### config.mk
export PLATFORM = sky130hd
export DESIGN_NAME = nibble_serial_add_ctrl
export DESIGN_NICKNAME = d
export VERILOG_FILES = /design/src/rtl/nibble_serial_add_ctrl.sv
export SDC_FILE = /design/constraint.sdc
export NUM_CORES = 1
export LEC_CHECK = 0
export CAP_MARGIN = 10
export CORE_MARGIN = 8
export CORE_UTILIZATION = 45
export CTS_CLUSTER_DIAMETER = 150
export DETAILED_ROUTE_END_ITERATION = 10
export DONT_BUFFER_PORTS = 1
export SLEW_MARGIN = 20
export SYNTH_ARGS = -nofsm -noshare
export SYNTH_HDL_FRONTEND = slang
export SYNTH_SLANG_ARGS = --single-unit
### constraint.sdc
create_clock -name clk -period 7.58 [get_ports clk]
set_clock_uncertainty 0.2 [all_clocks]
set_input_delay 2.274 -clock clk [delete_from_list [all_inputs] [get_ports clk]]
set_output_delay 2.274 -clock clk [all_outputs]
set_load 0.01 [all_outputs]
### src/rtl/nibble_serial_add_ctrl.sv
// nibble_serial_add_ctrl
//   Computes a WIDTH-bit sum a + b + cin using one 4-bit ripple slice. It
//   processes one nibble per clock, least significant nibble first. A
//   registered carry links successive nibbles. A start/busy/done handshake
//   faces the requester.
//
//   Optional feature: define SIGNED_OVF_EN to add the ovf output. ovf is the
//   signed overflow of the completed addition.
//
// Ports
//   clk    in   system clock, rising edge
//   rst_n  in   asynchronous active-low reset
//   start  in   request, sampled only while idle
//   a, b   in   WIDTH-bit operands, captured on the accepted start
//   cin    in   carry into nibble 0, captured on the accepted start
//   busy   out  high while the addition runs and during the done cycle
//   done   out  one-cycle pulse, sum/cout (and ovf) valid
//   sum    out  WIDTH-bit result register
//   cout   out  carry out of the most significant nibble
//   ovf    out  signed overflow (SIGNED_OVF_EN only)

module nibble_serial_add_ctrl #(
   parameter int unsigned WIDTH = 16
) (
   input  logic             clk,
   input  logic             rst_n,
   input  logic             start,
   input  logic [WIDTH-1:0] a,
   input  logic [WIDTH-1:0] b,
   input  logic             cin,
   output logic             busy,
   output logic             done,
   output logic [WIDTH-1:0] sum,
   output logic             cout
`ifdef SIGNED_OVF_EN
   ,
   output logic             ovf
`endif
);

   localparam int unsigned NIB  = WIDTH / 4;
   localparam int unsigned IDXW = (NIB > 1) ? $clog2(NIB) : 1;
   localparam logic [IDXW-1:0] LAST_IDX = IDXW'(NIB - 1);

   typedef enum logic [1:0] {
      S_IDLE,
      S_RUN,
      S_DONE
   } state_t;

   state_t            state_q, state_d;
   logic [IDXW-1:0]   idx_q,   idx_d;
   logic [WIDTH-1:0]  a_q,     a_d;
   logic [WIDTH-1:0]  b_q,     b_d;
   logic              carry_q, carry_d;
   logic [WIDTH-1:0]  sum_q,   sum_d;
   logic              cout_q,  cout_d;
`ifdef SIGNED_OVF_EN
   logic              ovf_q,   ovf_d;
`endif

   // Nibble slice datapath
   logic [IDXW+1:0]   base;
   logic [3:0]        a_nib;
   logic [3:0]        b_nib;
   logic [3:0]        s_nib;
   logic [4:0]        c;      // c[i] is the carry into bit i of the slice

   always_comb begin
      base  = {idx_q, 2'b00};
      a_nib = a_q[base +: 4];
      b_nib = b_q[base +: 4];
      s_nib = '0;
      c     = '0;
      c[0]  = carry_q;
      for (int unsigned i = 0; i < 4; i++) begin
         s_nib[i] = a_nib[i] ^ b_nib[i] ^ c[i];
         c[i+1]   = (a_nib[i] & b_nib[i]) | (c[i] & (a_nib[i] ^ b_nib[i]));
      end
   end

   // Next-state logic
   always_comb begin
      state_d = state_q;
      idx_d   = idx_q;
      a_d     = a_q;
      b_d     = b_q;
      carry_d = carry_q;
      sum_d   = sum_q;
      cout_d  = cout_q;
`ifdef SIGNED_OVF_EN
      ovf_d   = ovf_q;
`endif
      unique case (state_q)
         S_IDLE: begin
            if (start) begin
               a_d     = a;
               b_d     = b;
               carry_d = cin;
               idx_d   = '0;
`ifdef SIGNED_OVF_EN
               ovf_d   = 1'b0;
`endif
               state_d = S_RUN;
            end
         end
         S_RUN: begin
            sum_d[base +: 4] = s_nib;
            carry_d          = c[4];
            if (idx_q == LAST_IDX) begin
               // Park the index at 0 so it never steps past the last nibble.
               idx_d   = '0;
               cout_d  = c[4];
`ifdef SIGNED_OVF_EN
               ovf_d   = c[3] ^ c[4];
`endif
               state_d = S_DONE;
            end else begin
               idx_d = idx_q + 1'b1;
            end
         end
         S_DONE: begin
            state_d = S_IDLE;
         end
         default: begin
            state_d = S_IDLE;
         end
      endcase
   end

   always_ff @(posedge clk or negedge rst_n) begin
      if (!rst_n) begin
         state_q <= S_IDLE;
         idx_q   <= '0;
         a_q     <= '0;
         b_q     <= '0;
         carry_q <= 1'b0;
         sum_q   <= '0;
         cout_q  <= 1'b0;
`ifdef SIGNED_OVF_EN
         ovf_q   <= 1'b0;
`endif
      end else begin
         state_q <= state_d;
         idx_q   <= idx_d;
         a_q     <= a_d;
         b_q     <= b_d;
         carry_q <= carry_d;
         sum_q   <= sum_d;
         cout_q  <= cout_d;
`ifdef SIGNED_OVF_EN
         ovf_q   <= ovf_d;
`endif
      end
   end

   assign busy = (state_q != S_IDLE);
   assign done = (state_q == S_DONE);
   assign sum  = sum_q;
   assign cout = cout_q;
`ifdef SIGNED_OVF_EN
   assign ovf  = ovf_q;
`endif

endmodule

==> results.md <==
* Status: finished, final reports clean
* Delay of the slowest critical-path stage at 0.53 ns
* CTS H-Tree Depth at 2
* Gate count after technology mapping at 187
* Detailed-route vias per instance at 5.483
* Mapped Avg Cell Area at 13.49 sq um
* DR top layer: met4
* Non-Filler Instances at 259
* Starting density of the core at 0.4609
* # IOs at 55
* Power density normalized to cell area at 501.9 nW/um^2
* Type of the worst setup path: register to output pin
* DPL Wire Length at 3.630 mm
* Xor-xnor portion of the synthesized cell area at 0
* Clock insertion delay at the later pin of the skew report at 0.30 ns
* Number of cells in the design after placement at 252
* Cell Chain, Critical Path: or2_2
* Die Y at 90.87 um
* Die Width at 90.87 um
* Slowest stage cell, crit path: sky130_fd_sc_hd__dfrtp_1
* Worst max-slew margin expressed relative to the limit at 0.5137
* Area of the multi-input gates at 1074 sq um
* Share of synthesized cell area in and, or, nand and nor gates at 0.09028
* Met3 wire length at 457 um
* Proportion of register bits with asynchronous set or reset after synthesis at 1.000
* Cts-stage hold buffer count at 0
* Dominant cells by area after synthesis: sky130_fd_sc_hd__dfrtp_1 54%, sky130_fd_sc_hd__mux2_2 13%, sky130_fd_sc_hd__mux4_2 7.1%, sky130_fd_sc_hd__fa_1 3.2%, sky130_fd_sc_hd__ha_1 3.0%
* Clock sink count at 54
* Setup TNS Final at 0 ns
* Unrepaired setup endpoints after global routing: no
* Vias in the first global route at 1,614
* Global route total overflow at 0
* Actual transition at the worst max-transition pin at 0.7294 ns
* Area share of the leading cell type in the synthesized netlist at 0.5357
* Synthesis-stage register bit count at 54
* Detailed-route via count at 1,420
* Worst-case clock buffer depth at 2
* Max Slew Vio Count at 0
* Register Area at 1351 sq um
* CP Capture Type: output pin
* Summed instance area of the synthesized netlist at 2522 sq um
* Warnings from Yosys at 0
* Post-route setup slack at 3.897 ns
* Largest net degree at the start of global routing at 55
* Fillers at 501
* Clock transition time at the flip-flop clock pins of the worst setup and hold paths at 0.09 ns
* Wire length of the first global-routing pass at 8.314 mm
* Number of nets produced by synthesis at 233
* Total iterations of the first detailed-routing run at 4
* Final-report setup violation count at 0
* Antenna fix cells at 0
* Critical path data arrival time at 1.21 ns
* Final routed wire length divided by cell count at 18.66 um
* Worst-path maximum fanout at 11
* Adder-cell area share of the yosys netlist at 0.06151
* Post-synthesis to final-layout area growth at 5.804%
* Root buffer cell: sky130_fd_sc_hd__clkbuf_8
* Die Outline Area at 8257 sq um
* RePlAce Congestion at 0.7451
* Number of resized instances in the post-cts repair step at 0
* Core area at 5473 sq um
* Max Cap Violations at 0
* Number of hold-slack violations in the final timing report at 0
* Shortest period the worst path allows at 3.683 ns
* Number of flops mapped to enable cells by yosys at 0
* TritonCTS buffer count at 5
* Max Clock Freq at 271.5 MHz
* Post-synth top cells: 54 x sky130_fd_sc_hd__dfrtp_1, 29 x sky130_fd_sc_hd__mux2_2, 20 x sky130_fd_sc_hd__nand2_1
* Synth area leader: sky130_fd_sc_hd__dfrtp_1
* Number of post-CTS setup repair buffers at 0
* Number of different library cells in the post-synthesis netlist at 28
* Most common cell in the netlist: sky130_fd_sc_hd__dfrtp_1
* Crit-path leading delay family: flip-flops
* Main flop type after synthesis: sky130_fd_sc_hd__dfrtp_1
* Number of nets in the finished design at 233
* Dominant combinational cell family by area after synthesis: multiplexers
* Total DRC errors in the routed layout at 0
* Complex-gate fraction of the synthesized area at 0.05506
* Detailed Route WL at 4.834 mm
* Worst slack at placement at 4.001 ns
* Total number of placement rows at 27
* DRT iter0 DRCs at 43
* Nature of the critical path startpoint: register
* Required time at the endpoint of the critical path at 5.11 ns
* Portion of the post-synthesis area used by sequential elements at 0.5357
* Final critical-path share of the clock period at 0.4859
* Total global routing track utilization at 0.1253
* Residual antenna-violating net count after detailed routing at 0
* Path type of the worst min-delay path: register to register
* Routed metal-1 wire length at 1.805 mm
* Clock tree from TritonCTS: built
* Cell leakage power at 1.124 nW
* Share of synthesized area spent on multiplexers at 0.2188
* # port buffers at 0
* Met2 wirelength from detailed routing at 2.498 mm
* Antenna violations before repair at 0
* Maximum vdd drop at 226.1 uV
* Buffers plus inverters on the worst setup path at 0
* Share of cells above drive strength 1 at 0.2513
power breakdown:
part / switching [mW] / leakage, nW / internal (mW) / total (mW)
logic: 0.306 / 0.398 / 0.295 / 0.601
registers: 0.128 / 0.669 / 0.422 / 0.550
clock network: 0.0835 / 0.0573 / 0.106 / 0.189
kinds of logic (layout without fill, tap and decap cells):
family / after synthesis / in the layout
buf+inv: 17 / 17
flops: 54 / 54
mux: 41 / 41
compound gates: 22 / 22
simple gates: 43 / 43
fa+ha+maj: 10 / 10
flip-flops by register name, indices dropped and copies added, names as in the netlist:
name,flops
b_q,16
idx_q,2
sum,16
cout,1
a_q,16
state_q,2
carry_q,1
per-layer routing:
layer,track usage,vias up
met1,0.1284,708
li1,-,659
met2,0.2199,45
met3,0.05403,8
met5,0,-
met4,0.04911,0
placed cells by master (no fill, tap or decap), drive strengths merged, types with 2 or more instances in the layout:
cell type and n:
nand3b 4, mux4 8, ha 6, o21ai 9, nand2 20, fa 4, nor2b 2, dfrtp 54
o31ai 9, nand3 9, mux2 33, inv 9, clkbuf 6
per-stage QoR:
stage | area [sq um] | power [mW] | hold slack, ns | utilization
after floorplan | 2522 | 1.005 | 0.2524 | -
after global placement | 2556 | 1.138 | 0.2632 | 0.4671
after detailed placement | 2556 | 1.169 | 0.2697 | 0.4671
after CTS | 2669 | 1.359 | 0.2903 | 0.4877
after global routing | 2669 | 1.452 | 0.3110 | 0.4877
final | 2669 | 1.340 | 0.2890 | 0.4877
final timing paths:
check                          end        from  depth (start not counted)  slack (ns)
max                           busy  state_q[0]                          1        3.90
min                        a_q[13]     a_q[13]                          1        0.29
max reg2reg                 sum[7]    idx_q[0]                          9        4.15
min reg2reg                a_q[13]     a_q[13]                          1        0.29
max in group asynchronous  carry_q       rst_n                          0        5.64
min in group asynchronous   b_q[2]       rst_n                          0        1.46
final cells by class:
type | count | share of cell area
Clock buffer | 6 | 0.03094
Clock inverter | 1 | 0.01125
Inverter | 9 | 0.01266
Multi-Input combinational cell | 116 | 0.4023
Sequential cell | 54 | 0.5063
Tap cell | 72 | 0.03376
Timing Repair Buffer | 1 | 0.002813
Note: power is estimated with default switching activity, not from simulation.
